`src/rtl/motor_duty_ramp_if.sv`:
```
// Speed-command / duty bundle between a speed source (master) and one
// motor_duty_ramp channel (slave).
interface motor_duty_ramp_if;
    logic [10:0] cmd;
    logic        cmd_vld;
    logic [9:0]  duty;
    logic        fwd;
    logic        rev;
    logic        busy;

    modport master (output cmd, cmd_vld, input duty, fwd, rev, busy);
    modport slave  (input cmd, cmd_vld, output duty, fwd, rev, busy);
endinterface

```
`src/rtl/motor_duty_ramp.sv`:
```
// One motor channel: signed speed command -> slew-limited 10-bit duty plus direction pins,
// with ramp-down / dead-time sequencing on reversal. Optional macro: BRAKE_ON_ZERO_EN.
module motor_duty_ramp #(
    parameter int unsigned RAMP_DIV  = 1024,
    parameter int unsigned RAMP_STEP = 16,
    parameter int unsigned DEAD_CYC  = 2048
) (
    input  logic              clk,
    input  logic              rst_n,
    motor_duty_ramp_if.slave  bus
);

    typedef enum logic [1:0] {IDLE, RUN, RDN, DEAD} state_t;

    localparam logic [15:0] DIV_LAST  = 16'(RAMP_DIV - 1);
    localparam logic [15:0] DEAD_LOAD = 16'(DEAD_CYC - 1);
    localparam logic [9:0]  STEP      = 10'(RAMP_STEP);

    state_t      state, state_nxt;
    logic [15:0] presc;
    logic        tick;
    logic [9:0]  tgt_mag;
    logic        tgt_dir;
    logic        cur_dir, cur_dir_nxt;
    logic [15:0] dead_cnt, dead_cnt_nxt;
    logic [9:0]  duty_q, duty_nxt, goal, gap;
    logic        fwd_q, rev_q, fwd_nxt, rev_nxt;
    logic [10:0] cmd_abs;
    logic [9:0]  cmd_mag;

    // -1024 has no positive 11-bit counterpart, so it saturates to 1023.
    always_comb begin
        cmd_abs = bus.cmd[10] ? (~bus.cmd + 11'd1) : bus.cmd;
        cmd_mag = cmd_abs[10] ? 10'd1023 : cmd_abs[9:0];
    end

    assign tick = (presc == DIV_LAST);

    // NOTE: sequential state uses non-blocking assignments so every register
    // samples pre-edge values, independent of block ordering.
    always_ff @(posedge clk or negedge rst_n) begin
        if (!rst_n) begin
            presc   <= '0;
            tgt_mag <= '0;
            tgt_dir <= 1'b0;
        end else begin
            presc <= tick ? 16'd0 : presc + 16'd1;
            if (bus.cmd_vld) begin
                tgt_mag <= cmd_mag;
                tgt_dir <= bus.cmd[10];
            end
        end
    end

    // Slew target: the commanded magnitude only when driving in the commanded direction.
    always_comb begin
        goal = ((state == RUN || state == RDN) && tgt_dir == cur_dir) ? tgt_mag : 10'd0;
        gap  = '0;
        duty_nxt = duty_q;
        if (tick) begin
            if (duty_q < goal) begin
                gap      = goal - duty_q;
                duty_nxt = (gap <= STEP) ? goal : duty_q + STEP;
            end else if (duty_q > goal) begin
                gap      = duty_q - goal;
                duty_nxt = (gap <= STEP) ? goal : duty_q - STEP;
            end
        end
    end

    // NOTE: every output of this block gets a default first, so no path
    // through the case can leave a latch behind.
    always_comb begin
        state_nxt    = state;
        cur_dir_nxt  = cur_dir;
        dead_cnt_nxt = dead_cnt;
        fwd_nxt      = 1'b0;
        rev_nxt      = 1'b0;

        case (state)
            IDLE: begin
                if (tgt_mag != 10'd0) begin
                    state_nxt   = RUN;
                    cur_dir_nxt = tgt_dir;
                end
            end
            RUN: begin
                if (tgt_dir != cur_dir && tgt_mag != 10'd0)
                    state_nxt = RDN;
                else if (duty_q == 10'd0 && tgt_mag == 10'd0)
                    state_nxt = IDLE;
            end
            RDN: begin
                if (tgt_dir == cur_dir) begin
                    state_nxt = RUN;
                end else if (duty_q == 10'd0) begin
                    state_nxt    = DEAD;
                    dead_cnt_nxt = DEAD_LOAD;
                end
            end
            DEAD: begin
                if (dead_cnt == 16'd0) begin
                    if (tgt_mag != 10'd0) begin
                        state_nxt   = RUN;
                        cur_dir_nxt = tgt_dir;
                    end else begin
                        state_nxt = IDLE;
                    end
                end else begin
                    dead_cnt_nxt = dead_cnt - 16'd1;
                end
            end
            default: state_nxt = IDLE;
        endcase

        // Pins are registered from the next state so they change on the same edge as the state.
        case (state_nxt)
            RUN, RDN: begin
                fwd_nxt = ~cur_dir_nxt;
                rev_nxt = cur_dir_nxt;
            end
            IDLE: begin
`ifdef BRAKE_ON_ZERO_EN
                fwd_nxt = 1'b1;
                rev_nxt = 1'b1;
`else
                fwd_nxt = 1'b0;
                rev_nxt = 1'b0;
`endif
            end
            default: begin
                fwd_nxt = 1'b0;
                rev_nxt = 1'b0;
            end
        endcase
    end

    always_ff @(posedge clk or negedge rst_n) begin
        if (!rst_n) begin
            state    <= IDLE;
            cur_dir  <= 1'b0;
            dead_cnt <= '0;
            duty_q   <= '0;
            fwd_q    <= 1'b0;
            rev_q    <= 1'b0;
        end else begin
            state    <= state_nxt;
            cur_dir  <= cur_dir_nxt;
            dead_cnt <= dead_cnt_nxt;
            duty_q   <= duty_nxt;
            fwd_q    <= fwd_nxt;
            rev_q    <= rev_nxt;
        end
    end

    assign bus.duty = duty_q;
    assign bus.fwd  = fwd_q;
    assign bus.rev  = rev_q;
    assign bus.busy = (duty_q != tgt_mag) || (state == RDN) || (state == DEAD);

endmodule

```
`src/flat_wrapper.sv`:
```
// flat-port wrapper written by rule: the top's interface ports become plain ports
module motor_duty_ramp_flat 
#(
    parameter int unsigned RAMP_DIV  = 1024,
    parameter int unsigned RAMP_STEP = 16,
    parameter int unsigned DEAD_CYC  = 2048
)
  (clk, rst_n, bus_cmd, bus_cmd_vld, bus_duty, bus_fwd, bus_rev, bus_busy);
  motor_duty_ramp_if bus_i ();
  input  logic clk;
  input  logic rst_n;
  input wire logic [$bits(bus_i.cmd)-1:0] bus_cmd;
  input wire logic [$bits(bus_i.cmd_vld)-1:0] bus_cmd_vld;
  output wire logic [$bits(bus_i.duty)-1:0] bus_duty;
  output wire logic [$bits(bus_i.fwd)-1:0] bus_fwd;
  output wire logic [$bits(bus_i.rev)-1:0] bus_rev;
  output wire logic [$bits(bus_i.busy)-1:0] bus_busy;
  assign bus_i.cmd = bus_cmd;
  assign bus_i.cmd_vld = bus_cmd_vld;
  assign bus_duty = bus_i.duty;
  assign bus_fwd = bus_i.fwd;
  assign bus_rev = bus_i.rev;
  assign bus_busy = bus_i.busy;
  motor_duty_ramp #(.RAMP_DIV(RAMP_DIV), .RAMP_STEP(RAMP_STEP), .DEAD_CYC(DEAD_CYC)) u_core (.clk(clk), .rst_n(rst_n), .bus(bus_i));
endmodule
```
`config.mk`:
```
export PLATFORM = sky130hd
export DESIGN_NAME = motor_duty_ramp_flat
export DESIGN_NICKNAME = d
export VERILOG_FILES = /design/src/rtl/motor_duty_ramp_if.sv /design/src/rtl/motor_duty_ramp.sv /design/src/flat_wrapper.sv
export SDC_FILE = /design/constraint.sdc
export NUM_CORES = 1
export LEC_CHECK = 0
export ABC_CLOCK_PERIOD_IN_PS = 7420
export CELL_PAD_IN_SITES_DETAIL_PLACEMENT = 1
export CELL_PAD_IN_SITES_GLOBAL_PLACEMENT = 1
export CORE_MARGIN = 8
export CORE_UTILIZATION = 50
export DETAILED_ROUTE_END_ITERATION = 6
export PLACE_DENSITY = 0.85
export RECOVER_POWER = 50
export SETUP_SLACK_MARGIN = 0.15
export SLEW_MARGIN = 20
export SYNTH_ARGS = -nofsm -noshare
export SYNTH_HDL_FRONTEND = slang
export SYNTH_SLANG_ARGS = --single-unit
```
`constraint.sdc`:
```
create_clock -name clk -period 7.42 [get_ports clk]
set_input_delay 0.742 -clock clk [delete_from_list [all_inputs] [get_ports clk]]
set_output_delay 0.742 -clock clk [all_outputs]
set_load 0.1 [all_outputs]
```
==> results of run 1 <==
-- through the flow --
step	setup WS [ns]	total power (µW)	instances
after floorplan	3.93	1090	511
after global placement	3.46	1260	631
after detailed placement	3.33	1290	631
after CTS	3.21	1690	646
after global routing	2.84	1810	646
final	3.10	1700	646
-- registers in the layout, summed over array words and instances, names as in the netlist --
signal and flops:
u_core.tgt_dir 1, u_core.presc 16, u_core.cur_dir 1, u_core.tgt_mag 10
u_core.dead_cnt 16, u_core.bus.fwd 1, u_core.bus.duty 10, u_core.state 2
u_core.bus.rev 1
-- cell usage in the layout, fill, tap and decap left out, drive strengths merged, types with 5 or more instances in the layout --
cell / instances
inv: 32
nor4: 10
mux2i: 6
a31oi: 5
xor2: 27
nand4: 7
nand2b: 6
dfrtp: 58
and3: 5
xnor2: 25
ha: 30
or3: 9
nor3: 25
o21ai: 17
a21oi: 34
and2: 5
nand2: 51
nor2: 50
clkdlybuf4s50: 25
nand3: 21
clkbuf: 12
nor2b: 7
-- critical path, stage by stage, from the launching register on --
cell and delay [ns]:
dfrtp_1 0.43, inv_1 0.09, ha_1 0.33, and2_1 0.28, nand2_1 0.18, inv_1 0.06
ha_1 0.46, nand2_1 0.12, a21o_1 0.20, a31oi_1 0.28, mux2_2 0.37, nor4_1 0.61
mux2_2 0.39, nand2_2 0.17, mux2i_1 0.25
-- cells by family after synthesis --
family / count (synthesis) / synth area share (%)
AND/OR/NAND/NOR: 215 / 26.4
AO/OA/AOI/OAI: 98 / 14.8
flip-flops: 58 / 32.7
XOR/XNOR: 52 / 10.3
buffers and inverters: 48 / 4.99
adder cells (fa/ha/maj): 30 / 8.46
multiplexers: 10 / 2.37
-- worst max path at each step --
| stage | depth (start not counted) | slack (ns) | from | end |
|---|---|---|---|---|
| finish | 14 | 3.10 | u_core.state[0] | u_core.bus.duty[3] |
| global route | 14 | 2.84 | u_core.state[0] | u_core.bus.duty[3] |
| CTS | 14 | 3.21 | u_core.state[0] | u_core.bus.duty[3] |
| detailed placement | 14 | 3.33 | u_core.state[0] | u_core.bus.duty[3] |
| global placement | 14 | 3.46 | u_core.state[0] | u_core.bus.duty[2] |
| floorplan | 16 | 3.93 | u_core.state[0] | u_core.bus.duty[3] |
-- layer usage --
layer | share of wire [%] | vias up
met5 | 0 | -
met4 | 1.6 | 0
met3 | 4.1 | 25
met2 | 50 | 90
met1 | 45 | 1926
li1 | - | 1849
-- power by group through the flow --
stage / Combinational, µW / Clock (µW) / Sequential, µW
2_1_floorplan: 631 / 0 / 459
3_3_place_gp: 816 / 0 / 441
3_5_place_dp: 847 / 0 / 447
4_1_cts: 862 / 382 / 443
5_1_grt: 961 / 394 / 453
6_report: 871 / 382 / 444
-- cell type report --
type | instances | area share [%]
multi-input cells | 405 | 55.4
repair buffers | 28 | 5.35
clock inverters | 4 | 1.98
inverters | 32 | 2.41
clock buffers | 11 | 3.04
well taps | 108 | 2.71
flip-flops and latches | 58 | 29.1
==> run summary, run 1 <==
Final hold violations -> 0
Max-Slew Margin vs Limit -> -110%
Unrepaired setup endpoints after global routing -> false
Post-CTS Hold Buffers -> 0
Final HPWL DP -> 9.21 mm
Cells after Synth -> 511
Peak VDD IR -> 0.175 mV
Die Height -> 110 µm
DRT antenna net count -> 0
Synth warn -> 0
Routability cong. -> 0.891
Worst Setup Start Kind -> flip-flop
First-pass GRT wire length -> 21.2 mm
Finished Cell Area -> 0.00499 mm²
Max Slew Vio Count -> 59
Worst r2r path cells -> 14
Fin nets -> 578
Reg-to-reg critical path endpoint -> u_core.bus.duty[3]
Met3 Usage GRT -> 4.59%
Sequential Power Share -> 26.2%
Violated checks -> capacitance limit, slew limit
Synth cell count leaders -> dfrtp_1, nand2_1, nor2_1
Sw Pwr -> 759 µW
Final period util -> 58.2%
Pin count of the biggest net entering global routing -> 59
Antenna violations before repair -> 0
Layout area overhead -> 12.4%
Gate power share -> 51.3%
Longest Clk Path Bufs -> 2
Post_cts resized -> 0
Number of DRC markers in iteration 0 -> 197
Vias in the first global route -> 4276
Critical path fanouts, max -> 11
DRC viols -> 0
Peak Freq -> 232 MHz
Critical Path AT -> 4.57 ns
Synth cell types -> 66
Worst hold stages -> 1
Initial Utilization -> 51.1%
Worst Tran Pin Value -> 3.15 ns
Final TNS setup -> 0 ns
Clk_lat worst skew -> 0.35 ns
Fillers -> 1051
Die area -> 0.0121 mm²
Clock transition at path regs -> 0.08 ns
GR Overflow Total -> 0
Clk pwr share -> 22.5%
Hold crit path type -> flip-flop to flip-flop
Post-DP Area -> 0.00474 mm²
Synth top area cells -> dfrtp_1, ha_1, xor2_1, xnor2_1, nand2_1
TritonCTS Buffers -> 9
Total GRT Usage -> 21.9%
HP Start -> u_core.presc[15]
Worst Path Required -> 7.67 ns
Synth Register Bits -> 58
Syn Nets -> 555
Worst R2R Setup Slack -> 3.10 ns
Post-CTS Repair Setup Buffers -> 0
Most used DFF post-synth -> dfrtp_1
# setup viols final -> 0
Root Driver -> clkbuf_8
CTS tree -> done
Top-level port count -> 27
Share of the synthesized area in the top cell type -> 32.7%
Hold EP -> u_core.presc[15]
Register area -> 0.00145 mm²
Cell Area, Synth -> 0.00444 mm²
Global routing usage on met2 -> 37.5%
Seq/Total Area, Yosys -> 32.7%
Chip width -> 110 µm
Drt wl/cell -> 19.3 µm
Setup CP Type -> flip-flop to flip-flop
Synth async-reset ratio -> 100%
Most common cell in the synthesized netlist -> dfrtp_1
Row Count -> 34
WL final -> 12.4 mm
Mean area per synthesized cell -> 8.68 µm²
Grt met1 use -> 27.2%
Worst reg2reg startpoint -> u_core.state[0]
Final core utilization -> 57.5%
Iteration count of the initial detailed-routing pass -> 4
Switching Share -> 44.7%
Via Count -> 3890
Via density -> 6.02
Diode count -> 0
Status -> complete, but fails checks
Static leakage -> 0.00223 µW
Yosys top cell by area -> dfrtp_1
Most Crowded Layer GR -> met2
Share of cells above drive strength 1 -> 8.36%
IO Port Bufs -> 26
Footprint of the multi-input gates -> 0.00276 mm²
Clock sink count -> 58
EDFF count, synth -> 0
Minimum clock period -> 4.32 ns
Placeable Area -> 0.00868 mm²
P per Cell Area -> 340 mW/mm²
Htree depth -> 3
Clock skew after layout -> 0.0175 ns
MaxCap Viol Count -> 1
Int Power -> 938 µW
Worst Setup End Kind -> flip-flop
Fin Hold WS -> 0.469 ns
Power figures use the tool's default switching activity.
==> run 2, diff against run 1 <==
- ABC_CLOCK_PERIOD_IN_PS: 7420 -> 4200
- CORE_UTILIZATION: 50 -> 46
- PLACE_DENSITY: 0.85 -> 0.79
- clock period: 7.42 -> 4.2 ns (I/O delays scaled with it)
==> run summary, run 2 (synthesis results as in run 1) <==
Die area -> 0.0130 mm²
Top-level port count -> 27
Pin count of the biggest net entering global routing -> 59
First-pass GRT wire length -> 19.8 mm
Final hold violations -> 0
DRC viols -> 0
Switching Share -> 47.9%
Antenna violations before repair -> 0
Share of cells above drive strength 1 -> 9.80%
Unrepaired setup endpoints after global routing -> false
Final period util -> 91.6%
CP most frequent cell -> inv_1
Clock skew after layout -> 0.00982 ns
Largest regs -> u_core.dead_cnt: 16 flops, u_core.presc: 16 flops
Critical path fanouts, max -> 11
Minimum clock period -> 3.85 ns
Drt wl/cell -> 17.4 µm
Worst Setup End Kind -> flip-flop
Sequential Power Share -> 27.1%
Htree depth -> 3
Sw Pwr -> 1380 µW
Final core utilization -> 52.4%
Worst Path Required -> 4.41 ns
Final TNS setup -> 0 ns
Layout area overhead -> 12.8%
Worst Setup Start Kind -> flip-flop
Peak VDD IR -> 0.401 mV
Via Count -> 3810
Vias in the first global route -> 3994
Violated checks -> capacitance limit, slew limit
Max-Slew Margin vs Limit -> -109%
Clk pwr share -> 16.4%
Clock sink count -> 58
Max Slew Vio Count -> 59
CTS tree -> done
Routability cong. -> 0.866
GR Overflow Total -> 0
Root Driver -> clkbuf_8
Number of DRC markers in iteration 0 -> 226
# setup viols final -> 0
Worst Tran Pin Value -> 3.14 ns
TritonCTS Buffers -> 9
Int Power -> 1500 µW
DRT antenna net count -> 0
Longest Clk Path Bufs -> 2
Min setup slack post-route -> 0.354 ns
Critical path's slowest cell -> o41ai_4
Critical Path AT -> 4.05 ns
Static leakage -> 0.00221 µW
Commonest cells after routing, fill and taps aside -> dfrtp_1, nand2_1, nor2_1, a21oi_1, inv_1
Total GRT Usage -> 18.6%
Via density -> 5.65
IO Port Bufs -> 26
Status -> complete, but fails checks
Row Count -> 36
Diode count -> 0
Highest cell delay on the worst timing path -> 0.47 ns
Most common cell after layout, fill and taps aside -> dfrtp_1
Clk_lat worst skew -> 0.34 ns
Clock transition at path regs -> 0.08 ns
Gate power share -> 56.5%
Setup CP Type -> flip-flop to flip-flop
P per Cell Area -> 576 mW/mm²
Post-CTS Hold Buffers -> 0
Setup slack after placement -> 0.142 ns
Fillers -> 1152
Peak Freq -> 260 MHz
Fin Hold WS -> 0.473 ns
WL final -> 11.7 mm
Initial Utilization -> 46.4%
Hold crit path type -> flip-flop to flip-flop
Fin nets -> 580
Iteration count of the initial detailed-routing pass -> 4
Die Height -> 114 µm
Chip width -> 114 µm
Placeable Area -> 0.00955 mm²
MaxCap Viol Count -> 1
Final HPWL DP -> 9.04 mm
Worst path cell trace -> inv_1 > ha_1 > and2_2 > nand2_1 > inv_1 > ha_2 > and3b_1 > or3_1 > a211oi_1 > o311ai_2 > o41ai_4 > nor2_1 > nor4_2 > o22ai_1
-- run 2: routing by layer --
layer	vias to the layer above	share of wire, %	routed length, µm	global-route usage (%)
met2	52	49	5710	30.9
met4	0	1.1	129	5.15
li1	1847	-	-	-
met1	1900	47	5470	23.9
met3	11	3.5	405	3.74
met5	-	0	0	0
-- run 2: metrics by stage --
| stage | total power, µW | instances | area, µm² |
|---|---|---|---|
| 2_1_floorplan | 1930 | 511 | 4440 |
| 3_3_place_gp | 2230 | 657 | 4780 |
| 3_5_place_dp | 2300 | 657 | 4780 |
| 4_1_cts | 2810 | 673 | 4970 |
| 5_1_grt | 3100 | 674 | 5000 |
| 6_report | 2880 | 674 | 5000 |
-- run 2: final cells by class --
class / count / area [µm²] / share of cell area, %
Sequential cell: 58 / 1450 / 29.0
Multi-Input combinational cell: 405 / 2810 / 56.1
Tap cell: 133 / 166 / 3.33
Timing Repair Buffer: 30 / 282 / 5.62
Inverter: 32 / 120 / 2.40
Clock buffer: 10 / 138 / 2.75
Clock inverter: 6 / 41.3 / 0.825
-- run 2: path summary, 6_finish.rpt --
check | cells after the start | from | end | slack, ns
worst min register to register | 1 | u_core.presc[15] | u_core.presc[15] | 0.47
worst min-delay path | 1 | u_core.presc[15] | u_core.presc[15] | 0.47
worst max-delay path | 14 | u_core.state[1] | u_core.bus.duty[6] | 0.35
worst max register to register | 14 | u_core.state[1] | u_core.bus.duty[6] | 0.35
min in group asynchronous | 2 | rst_n | u_core.dead_cnt[12] | 1.22
max in group asynchronous | 2 | rst_n | u_core.bus.duty[4] | 1.21
-- run 2: power by group through the flow --
stage          clock network, µW  logic (µW)  registers [µW]
2_1_floorplan                  0        1120             811
3_3_place_gp                   0        1450             780
3_5_place_dp                   0        1510             791
4_1_cts                      482        1550             782
5_1_grt                      507        1790             800
6_report                     472        1630             782
-- run 2: worst max-delay path, delay by kind of cell (launching register included) --
family	cells	cell delay, ns
and+or+nand+nor	6	1.39
AOI/OAI and AO/OA	4	1.07
adders and majority gates	2	0.65
DFF	1	0.43
buffers and inverters	2	0.18
-- run 2: timing repair --
item,4_1_cts,5_1_grt
resized for setup,1,6
pin swaps,0,1
buffers inserted,0,1
gates cloned,0,0
endpoints found under the hold margin,0,0
endpoints found under the setup margin,1,10
==> run 3, diff against run 2 <==
- CORE_MARGIN: 8 -> 4
- CTS_CLUSTER_DIAMETER: not set -> 120
- TNS_END_PERCENT: not set -> 30
==> run summary, run 3 (synthesis results as in run 1) <==
Worst r2r path cells -> 14
Unrepaired setup endpoints after global routing -> false
P per Cell Area -> 583 mW/mm²
Most common cell after layout, fill and taps aside -> dfrtp_1
MaxCap Viol Count -> 1
Max-Slew Margin vs Limit -> -114%
Worst path cell trace -> inv_1 > ha_1 > and2_4 > nand2_1 > inv_1 > ha_1 > nand2_1 > a221oi_1 > o311ai_1 > nor4_2 > buf_4 > nor2_1 > a32oi_1 > o211ai_1
Worst hold stages -> 1
Critical path's slowest cell -> ha_1
Largest regs -> u_core.dead_cnt: 16 flops, u_core.presc: 16 flops
Die area -> 0.0113 mm²
Critical path fanouts, max -> 12
# setup viols final -> 0
DRT antenna net count -> 0
Vias in the first global route -> 3990
Post-DP Area -> 0.00477 mm²
Antenna violations before repair -> 0
Minimum clock period -> 3.81 ns
Share of cells above drive strength 1 -> 9.93%
Initial Utilization -> 47.6%
Final TNS setup -> 0 ns
Worst R2R Setup Slack -> 0.39 ns
Critical Path AT -> 4.02 ns
IO Port Bufs -> 26
Peak VDD IR -> 0.375 mV
Final period util -> 90.6%
Placeable Area -> 0.00933 mm²
Root Driver -> clkbuf_8
CTS tree -> done
Clock sink count -> 58
Clock transition at path regs -> 0.08 ns
TritonCTS Buffers -> 9
Worst Tran Pin Value -> 3.21 ns
Via density -> 5.68
Setup CP Type -> flip-flop to flip-flop
Pin count of the biggest net entering global routing -> 59
Hold crit path type -> flip-flop to flip-flop
Cell count after placement -> 653
Chip width -> 106 µm
Worst Path Required -> 4.42 ns
Drt wl/cell -> 17.4 µm
Final hold violations -> 0
Peak Freq -> 263 MHz
Fin nets -> 583
Die Height -> 106 µm
Static leakage -> 0.00224 µW
Highest cell delay on the worst timing path -> 0.50 ns
DRC viols -> 0
GR Overflow Total -> 0
Iteration count of the initial detailed-routing pass -> 4
Clock skew after layout -> 0.0112 ns
Top-level port count -> 27
Max Slew Vio Count -> 59
Htree depth -> 3
Final HPWL DP -> 8.94 mm
Clk_lat worst skew -> 0.34 ns
Via Count -> 3824
Commonest cells after routing, fill and taps aside -> dfrtp_1, nand2_1, nor2_1, a21oi_1, inv_1
Post-CTS Hold Buffers -> 0
First-pass GRT wire length -> 20.0 mm
WL final -> 11.7 mm
Longest Clk Path Bufs -> 2
Number of DRC markers in iteration 0 -> 179
Fillers -> 1106
Total GRT Usage -> 21.7%
Final Non-Filler Cells -> 673
Violated checks -> capacitance limit, slew limit
Worst Setup Start Kind -> flip-flop
Worst Setup End Kind -> flip-flop
Diode count -> 0
Finished Cell Area -> 0.00502 mm²
Status -> complete, but fails checks
Routability cong. -> 0.931
Row Count -> 35
Layout area overhead -> 13.1%
[run 3: power breakdown]
| part | leakage (µW) | total, µW | internal (µW) | switching [µW] |
|---|---|---|---|---|
| Clock | 0.0000998 | 527 | 278 | 249 |
| Combinational | 0.00143 | 1610 | 631 | 977 |
| Sequential | 0.000711 | 787 | 661 | 126 |
[run 3: cell type report]
cell class	instances	area, µm²	share of cell area (%)
Clock inverter	7	77.6	1.55
Timing Repair Buffer	33	304	6.06
Sequential cell	58	1450	28.9
Clock buffer	9	124	2.47
Multi-Input combinational cell	405	2780	55.4
Inverter	32	120	2.39
Tap cell	129	161	3.22
[run 3: worst paths after layout]
check | start | end
max in group asynchronous | rst_n | u_core.tgt_mag[6]
min in group asynchronous | rst_n | u_core.presc[11]
worst max-delay path | u_core.state[0] | u_core.bus.duty[7]
worst min-delay path | u_core.presc[8] | u_core.presc[8]
worst max register to register | u_core.state[0] | u_core.bus.duty[7]
worst min register to register | u_core.presc[8] | u_core.presc[8]
[run 3: worst max-delay path, delay by kind of cell, from the launching register on]
| family | cells | cell delay (ns) |
|---|---|---|
| AOI/OAI and AO/OA | 4 | 1.00 |
| adders and majority gates | 2 | 0.84 |
| buffers and inverters | 3 | 0.35 |
| DFF | 1 | 0.44 |
| and+or+nand+nor | 5 | 1.04 |
[run 3: repair_timing]
action | 4_1_cts | 5_1_grt
setup buffers | 0 | 4
gates resized for setup | 0 | 5
endpoints found under the hold margin | 0 | 0
endpoints found under the setup margin | 0 | 10
[run 3: layer usage]
layer / vias up / global-route usage, % / wire length (µm)
li1: 1858 / - / -
met1: 1886 / 29.6 / 5610
met2: 71 / 36.4 / 5640
met3: 9 / 3.34 / 376
met4: 0 / 4.35 / 99
met5: - / 0 / 0
[run 3: stage by stage]
step           hold slack [ns]  setup slack [ns]  power (µW)  utilization [%]
3_5_place_dp             0.463             0.305        2310             51.2
5_1_grt                  0.505             0.184        3150             53.8
6_report                 0.476             0.394        2920             53.8
3_3_place_gp             0.454             0.398        2240             51.2
2_1_floorplan            0.124             0.715        1930                -
4_1_cts                  0.255             0.235        2850             53.3
==> variant: new RTL, config.mk and constraints of run 3 <==
Re-encode `state_t` (4 states) as Gray code, 2 bits wide.
--- a/src/rtl/motor_duty_ramp.sv
+++ b/src/rtl/motor_duty_ramp.sv
@@ -10,7 +10,7 @@
     motor_duty_ramp_if.slave  bus
 );
 
-    typedef enum logic [1:0] {IDLE, RUN, RDN, DEAD} state_t;
+    typedef enum logic [1:0] {IDLE = 2'b00, RUN = 2'b01, RDN = 2'b11, DEAD = 2'b10} state_t;
 
     localparam logic [15:0] DIV_LAST  = 16'(RAMP_DIV - 1);
     localparam logic [15:0] DEAD_LOAD = 16'(DEAD_CYC - 1);
Check against the original RTL: same outputs for any inputs over 10 cycles, from zero or initial values and one cycle with rst_n low; not proved beyond that.
==> variant against run 3 <==
- synthesized cell count is 5.9% lower
- worst setup slack gained 170 ps
- cell count fell by 7.6%
- final area decreased by 4.8%
- largest cell class unchanged
- synthesized area is 4.5% lower
- total power decreased by 10%
- critical endpoint is now u_core.bus.duty[9]$_DFFE_PN0P_
- fmax rose by 4.6%
- wire length shrank 8.0%
- sequential cell count unchanged
- via count is 7.6% lower
- global-route usage fell by 0.59 points
- largest power group unchanged
- worst hold slack better by 2.6 ps
==> variant: results (changes against run 3) <==
metric,value,unit,change
synth top area cells,"dfrtp_1 34%, ha_1 7.7%, xor2_1 5.6%",,"was dfrtp_1 33%, ha_1 8.5%, xor2_1 5.3%"
GPL Wtd Cong,0.8340,,was 0.9313
Filler cells,1065,,was 1106
Tot GR Track Use,21.08,%,was 21.67%
Mapped Nets,521,,was 555
hold_sp,u_core.presc[15]$_DFF_PN0_,,was u_core.presc[8]$_DFF_PN0_
clock latency on the worst-skew pair,350,ps,
mux contribution to synthesized area,2.452,%,was 2.370%
Setup CP Type,reg -> reg,,unchanged
hold crit path type,reg -> reg,,unchanged
met2 routed WL,5289,um,was 5643 um
Synth Area in XOR/XNOR,10.34,%,was 10.27%
FF-to-FF Start,u_core.cur_dir$_DFF_PN0_,,was u_core.state[0]$_DFF_PN0_
vias post-DR,3535,,was 3824
register-to-register setup slack,560,ps,was 390 ps
most frequent cells after synthesis,"58 x dfrtp_1, 52 x nor2_1, 41 x nand2_1, 31 x inv_1, 27 x xor2_1",,"was 58 x dfrtp_1, 50 x nand2_1, 49 x nor2_1, 34 x a21oi_1, 32 x inv_1"
Initial DRC Count,179,,unchanged
worst ir drop on vdd,314.8,uV,was 375.3 uV
post-synthesis compound-gate area fraction,16.99,%,was 14.81%
post-synth cell types,70,,was 66
"FFs w/ async S/R, synth",100.0,%,unchanged
M1 WL,5040,um,was 5609 um
pin count of the biggest net entering global routing,48,,was 59
CTS buffer count,9,,unchanged
Seq group,0.684,mW,was 0.787 mW
sw frac,45.20,%,was 46.27%
Final nets,549,,was 583
R2R Path End,u_core.bus.duty[9]$_DFFE_PN0P_,,was u_core.bus.duty[7]$_DFFE_PN0P_
hold_ws,478.3,ps,was 475.7 ps
Root Buffer,clkbuf_8,,unchanged
vias in the first global route,3860,,was 3990
Clock transition at path regs,70,ps,
Lkg Pwr,2.137,nW,was 2.238 nW
diodes inserted,0,,unchanged
Fin Clk Skew,6.021,ps,was 11.25 ps
share of layout cells above drive strength 1,8.560,%,was 9.926%
sequential element share of the synthesized area,34.27,%,was 32.72%
P_clk,0.473,mW,was 0.527 mW
adder-cell share of the synthesized area,7.681,%,was 8.463%
worst slew pin tran,1227,ps,was 3212 ps
Min-Delay Path Depth,1,,unchanged
first-pass GRT wire length,18930,um,was 19990 um
R2R cell count,15,,was 14
initial antenna violation count,0,,unchanged
Ys Warns,0,,unchanged
HPWL after DPL,8225,um,was 8937 um
worst hold endpoint,u_core.presc[15]$_DFF_PN0_,,was u_core.presc[8]$_DFF_PN0_
Post-Route WL,10790,um,was 11730 um
First-pass DRT Iterations,4,,unchanged
Top Registers,"u_core.dead_cnt: 16 flops, u_core.presc: 16 flops",,unchanged
CP Max Fanout,11,,was 12
routed length on met3,257,um,was 376 um
status,"finished, final reports clean",,was finished with violations
number of H-tree levels,3,,unchanged
CTS max path bufs,2,,unchanged
I/O Buffers,26,,unchanged
[variant: cell types whose count changed in the layout (fill, tap and decap cells not counted), moves of 4 or more]
cell / delta
nand2_1: -9
and3_1: +5
o21ai_0: -4
a21oi_1: -8
nor3_2: -5
buf_4: -4
nor3_1: -9
[variant: worst max-delay path, cell delays in order, from the launching register on]
cell and delay [ps]:
dfrtp_1 410, xor2_1 250, nor2_1 70, buf_4 180
nand2_1 130, inv_1 60, ha_1 400, nand2_2 130
a21o_1 220, a311oi_4 290, nor2_1 90, or3_4 400
o21bai_4 290, a21boi_4 300, nand2_4 140, o211ai_1 200
[variant: metal layers]
| metal | vias to the layer above | global-route usage (%) |
|---|---|---|
| li1 | 1738 | - |
| met1 | 1733 | 27.41 |
| met2 | 47 | 35.28 |
| met3 | 17 | 4.097 |
| met4 | 0 | 6.743 |
| met5 | - | 0 |
[variant: cell type report]
type	count	share of cell area [%]
clock buffers	10	2.883
repair buffers	30	5.950
multi-input cells	379	54.63
flip-flops and latches	58	30.41
inverters	31	2.438
well taps	108	2.831
clock inverters	6	0.8650
[variant: metrics by stage]
stage / util [%] / worst slack (ps) / area, um2 / total power [mW] / cells
2_1_floorplan: - / 655.3 / 4235 / 1.853 / 481
3_3_place_gp: 51.85 / 684.6 / 4588 / 2.089 / 605
3_5_place_dp: 51.85 / 587.6 / 4588 / 2.142 / 605
4_1_cts: 53.99 / 557.5 / 4777 / 2.634 / 622
5_1_grt: 53.95 / 209.1 / 4773 / 2.825 / 622
6_report: 53.95 / 562.6 / 4773 / 2.615 / 622
[variant: what timing repair did]
| item | CTS | global route |
|---|---|---|
| hold endpoints to repair | 11 | 0 |
| buffers inserted | 0 | 0 |
| hold buffers | 1 | 0 |
| resized for setup | 0 | 0 |
